[config.mk]
export PLATFORM = sky130hd
export DESIGN_NAME = stdp_array
export DESIGN_NICKNAME = d
export VERILOG_FILES = /design/src/rtl/stdp_pkg.sv /design/src/rtl/stdp_kernel.sv /design/src/rtl/stdp_array.sv
export SDC_FILE = /design/constraint.sdc
export NUM_CORES = 1
export LEC_CHECK = 0
export ABC_AREA = 1
export CELL_PAD_IN_SITES_DETAIL_PLACEMENT = 0
export CELL_PAD_IN_SITES_GLOBAL_PLACEMENT = 1
export CORE_ASPECT_RATIO = 1.1
export CORE_MARGIN = 2
export CORE_UTILIZATION = 50
export DETAILED_ROUTE_END_ITERATION = 8
export DONT_BUFFER_PORTS = 1
export PLACE_DENSITY = 0.86
export SLEW_MARGIN = 40
export SYNTH_ARGS = -nofsm -noshare
export SYNTH_HDL_FRONTEND = slang
export SYNTH_SLANG_ARGS = --single-unit
[constraint.sdc]
create_clock -name clk -period 8.29 [get_ports clk]
set_clock_uncertainty 0.15 [all_clocks]
set_input_delay 2.487 -clock clk [delete_from_list [all_inputs] [get_ports clk]]
set_output_delay 2.487 -clock clk [all_outputs]
set_load 0.05 [all_outputs]
[src/rtl/stdp_pkg.sv]
// Shared constants, typedefs and saturating arithmetic for the STDP learner.
// Build option STDP_LTD_EN (see stdp_array) enables the depression path.
package stdp_pkg;

  localparam int N_DEF         = 4;
  localparam int W_W_DEF       = 8;
  localparam int TIMER_W_DEF   = 8;
  localparam int W_INIT_DEF    = 64;
  localparam int W_MAX_DEF     = 255;
  localparam int A_PLUS_DEF    = 16;
  localparam int A_MINUS_DEF   = 8;
  localparam int TAU_SHIFT_DEF = 2;
  localparam int WINDOW_DEF    = 32;

  typedef logic [W_W_DEF-1:0]     weight_t;
  typedef logic [TIMER_W_DEF-1:0] age_t;

  // Operands are zero-extended into 32 bits, so the sum can never wrap.
  function automatic logic [31:0] sat_add(input logic [31:0] a,
                                          input logic [31:0] b,
                                          input logic [31:0] max_v);
    logic [31:0] s;
    s = a + b;
    return (s > max_v) ? max_v : s;
  endfunction

  function automatic logic [31:0] sat_sub(input logic [31:0] a,
                                          input logic [31:0] b);
    return (a > b) ? (a - b) : 32'd0;
  endfunction

endpackage

[src/rtl/stdp_kernel.sv]
// Combinational shift-based exponential STDP kernel with plasticity window check.
// Used for both LTP and LTD (one instance per synapse per direction).
module stdp_kernel
  import stdp_pkg::*;
#(
  parameter int TIMER_W   = TIMER_W_DEF,
  parameter int W_W       = W_W_DEF,
  parameter int TAU_SHIFT = TAU_SHIFT_DEF,
  parameter int WINDOW    = WINDOW_DEF
) (
  input  logic               valid,
  input  logic [TIMER_W:0]   dt,
  input  logic [W_W-1:0]     amp,
  output logic [W_W-1:0]     delta,
  output logic               hit
);

  localparam logic [TIMER_W:0] WIN = (TIMER_W+1)'(WINDOW);

  assign hit   = valid && (dt < WIN);
  assign delta = amp >> (dt >> TAU_SHIFT);

endmodule

[src/rtl/stdp_array.sv]
// Pair-based STDP learner for N synapses on one post-synaptic neuron.
// Define STDP_LTD_EN to compile in depression (LTD); otherwise LTP-only.
module stdp_array
  import stdp_pkg::*;
#(
  parameter int N         = N_DEF,
  parameter int W_W       = W_W_DEF,
  parameter int TIMER_W   = TIMER_W_DEF,
  parameter int W_INIT    = W_INIT_DEF,
  parameter int W_MAX     = W_MAX_DEF,
  parameter int A_PLUS    = A_PLUS_DEF,
  parameter int A_MINUS   = A_MINUS_DEF,
  parameter int TAU_SHIFT = TAU_SHIFT_DEF,
  parameter int WINDOW    = WINDOW_DEF
) (
  input  logic                 clk,
  input  logic                 rst,
  input  logic                 learn_en,
  input  logic [N-1:0]         pre_spike,
  input  logic                 post_spike,
  input  logic                 wr_en,
  input  logic [$clog2(N)-1:0] wr_idx,
  input  logic [W_W-1:0]       wr_data,
  output logic [N*W_W-1:0]     weights,
  output logic [N-1:0]         ltp_flag,
  output logic [N-1:0]         ltd_flag
);

  localparam logic [W_W-1:0]     WMAX   = W_W'(W_MAX);
  localparam logic [W_W-1:0]     WINIT  = W_W'(W_INIT);
  localparam logic [W_W-1:0]     AP     = W_W'(A_PLUS);
  localparam logic [TIMER_W-1:0] AGE_SAT = '1;
  localparam logic [TIMER_W:0]   DT_ONE = (TIMER_W+1)'(1);

  logic [TIMER_W-1:0] pre_age [N];
  logic [W_W-1:0]     w_q     [N];
  logic [W_W-1:0]     ltp_delta [N];
  logic [N-1:0]       ltp_hit;
  logic [N-1:0]       ltp_q;
  logic [W_W-1:0]     wr_clamped;

  assign wr_clamped = (wr_data > WMAX) ? WMAX : wr_data;

`ifdef STDP_LTD_EN
  localparam logic [W_W-1:0] AM = W_W'(A_MINUS);

  logic [TIMER_W-1:0] post_age;
  logic [TIMER_W:0]   ltd_dt;
  logic [W_W-1:0]     ltd_delta [N];
  logic [N-1:0]       ltd_hit;
  logic [N-1:0]       ltd_q;

  // Only a pre spike without a coincident post can depress; coincidence is LTP.
  assign ltd_dt   = {1'b0, post_age} + DT_ONE;
  assign ltd_flag = ltd_q;
`else
  logic [31:0] unused_a_minus;
  assign unused_a_minus = 32'(A_MINUS);
  assign ltd_flag       = '0;
`endif

  assign ltp_flag = ltp_q;

  for (genvar g = 0; g < N; g++) begin : g_syn
    logic [TIMER_W:0] ltp_dt;
    logic             ltp_valid;

    assign ltp_dt    = pre_spike[g] ? '0 : ({1'b0, pre_age[g]} + DT_ONE);
    assign ltp_valid = post_spike && (pre_spike[g] || (pre_age[g] != AGE_SAT));

    stdp_kernel #(
      .TIMER_W(TIMER_W), .W_W(W_W), .TAU_SHIFT(TAU_SHIFT), .WINDOW(WINDOW)
    ) u_ltp (
      .valid(ltp_valid), .dt(ltp_dt), .amp(AP),
      .delta(ltp_delta[g]), .hit(ltp_hit[g])
    );

`ifdef STDP_LTD_EN
    logic ltd_valid;
    assign ltd_valid = pre_spike[g] && !post_spike && (post_age != AGE_SAT);

    stdp_kernel #(
      .TIMER_W(TIMER_W), .W_W(W_W), .TAU_SHIFT(TAU_SHIFT), .WINDOW(WINDOW)
    ) u_ltd (
      .valid(ltd_valid), .dt(ltd_dt), .amp(AM),
      .delta(ltd_delta[g]), .hit(ltd_hit[g])
    );
`endif

    assign weights[g*W_W +: W_W] = w_q[g];
  end

  always_ff @(posedge clk) begin
    if (rst) begin
      for (int i = 0; i < N; i++) begin
        w_q[i]     <= WINIT;
        pre_age[i] <= AGE_SAT;
      end
      ltp_q <= '0;
`ifdef STDP_LTD_EN
      post_age <= AGE_SAT;
      ltd_q    <= '0;
`endif
    end else begin
`ifdef STDP_LTD_EN
      post_age <= post_spike ? '0 :
                  ((post_age == AGE_SAT) ? AGE_SAT : post_age + TIMER_W'(1));
`endif
      for (int i = 0; i < N; i++) begin
        pre_age[i] <= pre_spike[i] ? '0 :
                      ((pre_age[i] == AGE_SAT) ? AGE_SAT : pre_age[i] + TIMER_W'(1));
        ltp_q[i] <= 1'b0;
`ifdef STDP_LTD_EN
        ltd_q[i] <= 1'b0;
`endif
        // A host write overrides any learning update on the same synapse.
        if (wr_en && (32'(wr_idx) == i)) begin
          w_q[i] <= wr_clamped;
        end else if (learn_en && ltp_hit[i]) begin
          w_q[i]   <= W_W'(sat_add(32'(w_q[i]), 32'(ltp_delta[i]), 32'(WMAX)));
          ltp_q[i] <= 1'b1;
        end
`ifdef STDP_LTD_EN
        else if (learn_en && ltd_hit[i]) begin
          w_q[i]   <= W_W'(sat_sub(32'(w_q[i]), 32'(ltd_delta[i])));
          ltd_q[i] <= 1'b1;
        end
`endif
      end
    end
  end

endmodule

* Word level (Yosys, flattened, before mapping)
Memory sizes are Yosys's and may differ from the RTL's. Index checks and enable logic that the tools add are counted.
Storage, ports and cells: memory bits (read-only) 0, bits in latches 0, output and inout bits 40, bits in writable memories 64, bits in registers 4, logic and storage cells 132, memories kept 2, input bits 19
Cells by class: shifts and indexed selects 4, muxes and demuxes 60, div/mod/pow operators 0, bitwise gates (word level) 12, order comparisons 9, add/sub/neg operators 12, multipliers 0, equal/unequal tests 11, reduce and logical (&&, ||, !) cells 21
Memory list:
- pre_age | depth 4, bits a word 8, rd ports 4, clocked after memory_dff 0, write ports 4, line stdp_array.sv:35 | logic [TIMER_W-1:0] pre_age [N];
- w_q | depth 4, bits a word 8, rd ports 4, clocked after memory_dff 0, write ports 4, line stdp_array.sv:36 | logic [W_W-1:0] w_q [N];
Operators by type and width (count):
- $mux 8 | 25
- $add 8x1->9 const B | 4
- $add 8x8->9 | 4
- $gt 9x8->1 const B | 4
- $lt 9x6->1 const B | 4
- $mux 9 | 4
- $add 8x1->8 const B | 4
- $eq 8x8->1 const B | 4
- $ne 8x8->1 const B | 4
- $shr 5x7->8 const A | 4
- $mux 1 | 31
- $logic_and 1x1->1 | 16
- $or 1x1->1 | 12
- $gt 8x8->1 const B | 1
- $eq 2x2->1 const B | 2
- $logic_or 1x1->1 | 4
- $eq 2x1->1 const B | 1
- $logic_not 2->1 | 1

* Longest topological paths before layout
Gate-level depths: netlist (run 1). An unclocked memory read counts as a cell.
word-level depth 11, depth in mapped cells 22, depth with buffers taken out 22

* Cells and area by module
Synthesis (run 1) repeated with hierarchy kept, for this count alone.
Unflattened totals: cell total of the unflattened synthesis 971, area, all modules 6208.5 µm²
By module, submodules not included:
- stdp_array | cells an instance 679, area an instance 4787.1 µm², instances 1, seq. area each 1681.6 µm²
- stdp_kernel | cells an instance 73, area an instance 355.3 µm², instances 4, seq. area each 0.0 µm²

* Worst setup path before layout (run 1)
No wires, ideal clock.
path type input to register, from in pre_spike[1], to mem w_q[1][5] (netlist name), data pin, required time 7.891 ns, setup slack 3.428 ns, data arrival time 4.462 ns, buffers on the path 0, stages 15, library setup time 0.249 ns, path through inv_1 nand4_1 nand2_1 nor2_4 nand2_2 nor3_1 ha_1 fa_1 nand3_1 nand2_1 a21oi_2 a21boi_0 nand2_1 nand2_1 inv_1
RTL lines:
- start, declared | line stdp_array.sv:19 | input logic [N-1:0] pre_spike,
- end, declared | line stdp_array.sv:36

==> results of run 1 <==
-- registers in the layout, summed over array words and instances, names as in the netlist --
signal	cells
ltp_flag	4
pre_age	32
w_q	32
-- placed cells by master, fill, tap and decap left out, types with 4 or more instances in the layout --
| cell | instances |
|---|---|
| nand2_1 | 206 |
| nor2_1 | 92 |
| inv_1 | 79 |
| nand3_1 | 71 |
| dfxtp_1 | 36 |
| edfxtp_1 | 32 |
| o21ai_0 | 24 |
| ha_1 | 24 |
| a21oi_1 | 19 |
| nand4_1 | 12 |
| nand3_2 | 11 |
| xnor2_1 | 9 |
| clkbuf_8 | 9 |
| nand2_2 | 8 |
| nor2_2 | 8 |
| nor2_4 | 7 |
| or2_2 | 5 |
| nor3_1 | 4 |
| o21ai_1 | 4 |
| fa_1 | 4 |
| conb_1 | 4 |
-- power by group --
group / leakage, nW / switching (mW) / internal, mW / total (mW)
combinational: 1.90 / 0.117 / 0.0577 / 0.174
clock: 0.0947 / 0.135 / 0.138 / 0.273
sequential: 0.626 / 0.0640 / 0.379 / 0.443
-- per-layer routing --
metal | part of all wire [%] | GRT usage [%]
met5 | 0 | 0
met4 | 1.4 | 6.85
met1 | 44 | 26.5
met3 | 5.9 | 6.51
met2 | 48 | 39.2
-- cell families after synthesis --
group,Yosys count
DFF,68
xor gates and xnor gates,10
and+or+nand+nor,431
AOI/OAI and AO/OA,56
adders and majority gates,28
buffers and inverters,89
other,1
-- path summary, 6_finish.rpt --
kind	endpoint	slack, ns	cells past startpoint
setup / recovery	w_q[2][4]	3.49	14
hold / removal	pre_age[3][0]	0.36	1
setup reg to reg	w_q[3][2]	4.97	19
hold reg to reg	pre_age[3][0]	0.36	1
-- layout make-up --
class                           count  area share, %
Tap cell                          117           2.89
Inverter                           82           6.08
Sequential cell                    68           33.2
Clock buffer                       11           2.59
Clock inverter                      5           1.04
Multi-Input combinational cell    529           54.2
-- metrics by stage --
| stage | power [mW] | std cells | setup slack (ns) | utilization, % | hold WS (ns) |
|---|---|---|---|---|---|
| finish | 0.890 | 812 | 3.49 | 54.4 | 0.358 |
| CTS | 0.895 | 812 | 3.47 | 54.4 | 0.363 |
| global route | 0.939 | 812 | 3.27 | 54.4 | 0.381 |
| floorplan | 0.588 | 686 | 3.43 | - | 0.300 |
| detailed placement | 0.625 | 796 | 3.10 | 52.4 | 0.347 |
| global placement | 0.622 | 796 | 3.16 | 52.4 | 0.326 |
-- worst max-delay path: stages --
cell and delay [ns]:
inv_1 0.20, nand3_2 0.26, nand3_1 0.19, nor3_1 0.06
ha_1 0.22, fa_1 0.42, nand3_1 0.10, nand3_1 0.11
nand2_1 0.07, o21ai_0 0.20, inv_1 0.18, nand2_1 0.08
nand3_1 0.09, o21ai_0 0.10
==> summary.txt, run 1 <==
Pleak = 2.62 nW
Rel. slew slack = 58.4%
Hold Startpoint = pre_age[3][0]
Initial antenna violation count = 0
Seq/Total Area, Yosys = 35.2%
Post-CTS setup buffers = 0
Root buffer cell = clkbuf_8
Die Span X = 97.2 µm
Area delta synth->final = 5.97%
Final net count = 737
DIE AREA = 10400 µm²
Sink Count = 68
Most frequent cells after synthesis = nand2_1 (206), nor2_1 (92), inv_1 (79)
Vias per cell = 5.15
Final Hold Fails = 0
Share of Yosys cell area claimed by the top area cell type = 20.1%
Post-synthesis mux area share = 0%
Fin crit share = 57.9%
Post-CTS resize count = 0
CTS H-tree lvls = 3
Vias post-DR = 4183
Drt pass-1 iters = 4
Post-synth EDFFs = 32
Global-route wire length before repair = 18700 µm
PortBufs = 0
GPL Wtd Cong = 0.902
Cells after synthesis = 683
WP data arrival = 4.75 ns
Syn avg cell area = 7.00 µm²
# fillers = 896
R2R Path Start = pre_age[3][0]
Num CTS Buffers = 9
FF+latch area = 1680 µm²
Core area = 9310 µm²
CTS clock-pin slew for the worst setup and hold paths = 0.08 ns
Post-synth top area cell = edfxtp_1
Synth top area cells = edfxtp_1 (20%), nand2_1 (16%), dfxtp_1 (15%), nand3_1 (7.4%), nor2_1 (7.2%)
Max-slew violation count = 0
Post-DP HPWL = 8860 µm
Main combinational cell family by area after synthesis = simple AND/OR/NAND/NOR gates
GRT Util Overall = 22.4%
Drt total wl = 11200 µm
Synth unique cells = 35
Worst-path fanout max = 10
P per Cell Area = 176 nW/µm²
Prevailing post-synth register cell = dfxtp_1
CP required = 8.24 ns
CTS tree = built
# setup viols final = 0
Top-count cell post-synth = nand2_1
Simple-gate portion of the synthesized area = 40.9%
Number of global-route vias before repair = 3980
ANT cells = 0
Row count = 37
Crit start category = input port
# DRC = 0
Xor/xnor cell area share of the yosys netlist = 1.83%
Grt ovf = 0
Worst Setup End Kind = flip-flop
DRT antenna net count = 0
Fin area = 5060 µm²
Ys async rst share = 0%
I/O Pins = 59
Hold crit path type = flip-flop to flip-flop
Hold_buf cts = 0
RSZ-0062 raised after global routing = false
Initial Utilization = 51.4%
Status = completed
Clock buffer depth = 2
Largest net degree at the start of global routing = 12
Starting DRC count in detailed routing = 199
Multi-input logic area = 2740 µm²
Peak VDD IR = 109 µV
Fin crit period = 4.80 ns
Synth Area in Adders = 7.96%
Compound-Gate Fraction of Synth Area = 6.39%
TNS Setup = 0 ns
Placed cell areas = 4880 µm²
Max-cap violation count = 0
WL/cell = 13.8 µm
Critical path type = input port to flip-flop
Seq cells post-synth = 68
Slew @ Worst Pin = 0.623 ns
Synth warn = 0
Clock network latency to the later pin of the worst-skew pair = 0.35 ns
Worst Setup SP = pre_spike[2]
Share of cells above drive strength 1 = 8.92%
Fmax = 208 MHz
Vert. Die Dim = 107 µm
Netlist Area Pre-Place = 4780 µm²
No activity file was read; power rests on OpenSTA's default activity.
==> run 2: changes to the inputs <==
CORE_UTILIZATION = 42   (was 50)
PLACE_DENSITY = 0.77   (was 0.86)
clock period = 4.4 ns   (was 8.29 ns; I/O delays follow)
==> run 2 against run 1 <==
  * Worst setup slack worse by 2.7 ns
  * Sequential share of layout area down 0.86 points
  * Flip-flop and latch count is the same
  * Count of clock-buffer cells in the layout rose by 3
  * Via count increased by 0.93%
  * Cell count increased by 3.8%
  * Die area increased by 18%
  * Critical endpoint unchanged
==> summary.txt, run 2 (synthesis results as in run 1) <==
Rel. slew slack = 57.0%
Switch Pwr = 0.595 mW
Crit start category = input port
Commonest non-fill, non-tap cells in the layout = nand2_1 (206), nor2_1 (92), inv_1 (79)
# fillers = 1153
Global-route wire length before repair = 18700 µm
Fmax = 274 MHz
CP required = 4.33 ns
Root buffer cell = clkbuf_16
DIE AREA = 12200 µm²
Drt total wl = 11300 µm
Post-CTS setup buffers = 0
DP Worst Slack = 0.376 ns
Slew @ Worst Pin = 0.644 ns
Final worst slack = 0.754 ns
Area delta synth->final = 8.77%
Hold crit path type = flip-flop to flip-flop
Hold Startpoint = pre_age[3][0]
Status = completed
FF+latch area = 1680 µm²
Clock buffer depth = 2
Max-slew violation count = 0
Final Hold Fails = 0
Initial antenna violation count = 0
PortBufs = 0
R2R Path Start = pre_age[1][0]
Vias post-DR = 4222
Num CTS Buffers = 9
Core area = 11000 µm²
Post-DP HPWL = 8910 µm
GRT Util Overall = 19.3%
# DRC = 0
WP data arrival = 3.57 ns
Largest net degree at the start of global routing = 12
Max-cap violation count = 0
Pleak = 2.66 nW
Fin Hold WS = 0.353 ns
ANT cells = 0
Starting DRC count in detailed routing = 215
Row count = 40
Initial Utilization = 43.4%
Clock network latency to the later pin of the worst-skew pair = 0.33 ns
Sink Count = 68
P per Cell Area = 352 nW/µm²
I/O Pins = 59
Worst Setup End Kind = flip-flop
Internal power = 1.24 mW
Drt pass-1 iters = 5
Most common cell after layout, fill and taps aside = nand2_1
CTS tree = built
Grt ovf = 0
DRT antenna net count = 0
Vias per cell = 5.01
Vert. Die Dim = 116 µm
Fin crit share = 82.9%
# setup viols final = 0
TNS Setup = 0 ns
Post-CTS resize count = 0
Worst Setup SP = pre_spike[2]
Hold_buf cts = 0
Share of cells above drive strength 1 = 8.91%
CTS clock-pin slew for the worst setup and hold paths = 0.06 ns
Fin crit period = 3.65 ns
Multi-input logic area = 2740 µm²
Clock power share = 36.4%
WL/cell = 13.4 µm
Number of global-route vias before repair = 3988
RSZ-0062 raised after global routing = false
CTS H-tree lvls = 3
GPL Wtd Cong = 0.856
Critical path type = input port to flip-flop
Peak VDD IR = 155 µV
Die Span X = 106 µm
Final net count = 738
Sequential Power Share = 45.7%
Switch share = 32.5%
Worst-path fanout max = 10
Comb power frac = 17.9%
## run 2: worst paths after layout
check                  end  slack [ns]  cells after the start
max              w_q[2][4]        0.75                     14
min          pre_age[3][0]        0.35                      1
max reg2reg      w_q[1][5]        1.16                     19
min reg2reg  pre_age[3][0]        0.35                      1
## run 2: critical path: stages
cell	delay [ns]
inv_1	0.20
nand3_2	0.25
nand3_1	0.18
nor3_1	0.06
ha_1	0.22
fa_1	0.42
nand3_1	0.09
nand3_1	0.12
nand2_1	0.08
o21ai_0	0.19
inv_1	0.18
nand2_1	0.08
nand3_1	0.09
o21ai_0	0.08
## run 2: metal layers
metal	GRT usage [%]	wire length [µm]	up-vias
li1	-	-	2219
met1	23.3	5110	1923
met2	33.6	5440	70
met3	5.68	648	10
met4	5.53	112	0
met5	0	0	-
## run 2: stage by stage
step | utilization (%) | total power [mW] | std cells | cell area, µm²
floorplan | - | 1.11 | 686 | 4790
global placement | 44.7 | 1.18 | 827 | 4920
detailed placement | 44.7 | 1.18 | 827 | 4920
CTS | 47.2 | 1.85 | 843 | 5200
global route | 47.2 | 1.94 | 843 | 5200
finish | 47.2 | 1.83 | 843 | 5200
## run 2: final cells by class
class	count	area share (%)
clock buffers	14	5.08
flip-flops and latches	68	32.4
repair buffers	1	0.144
multi-input cells	529	52.8
inverters	82	5.92
clock inverters	2	0.169
well taps	147	3.54
## run 2: power by group through the flow
stage,Clock [mW],Combinational [mW],Sequential (mW)
6_report,0.666,0.328,0.838
5_1_grt,0.713,0.379,0.845
4_1_cts,0.683,0.331,0.838
3_5_place_dp,0,0.327,0.851
3_3_place_gp,0,0.326,0.849
2_1_floorplan,0,0.275,0.834
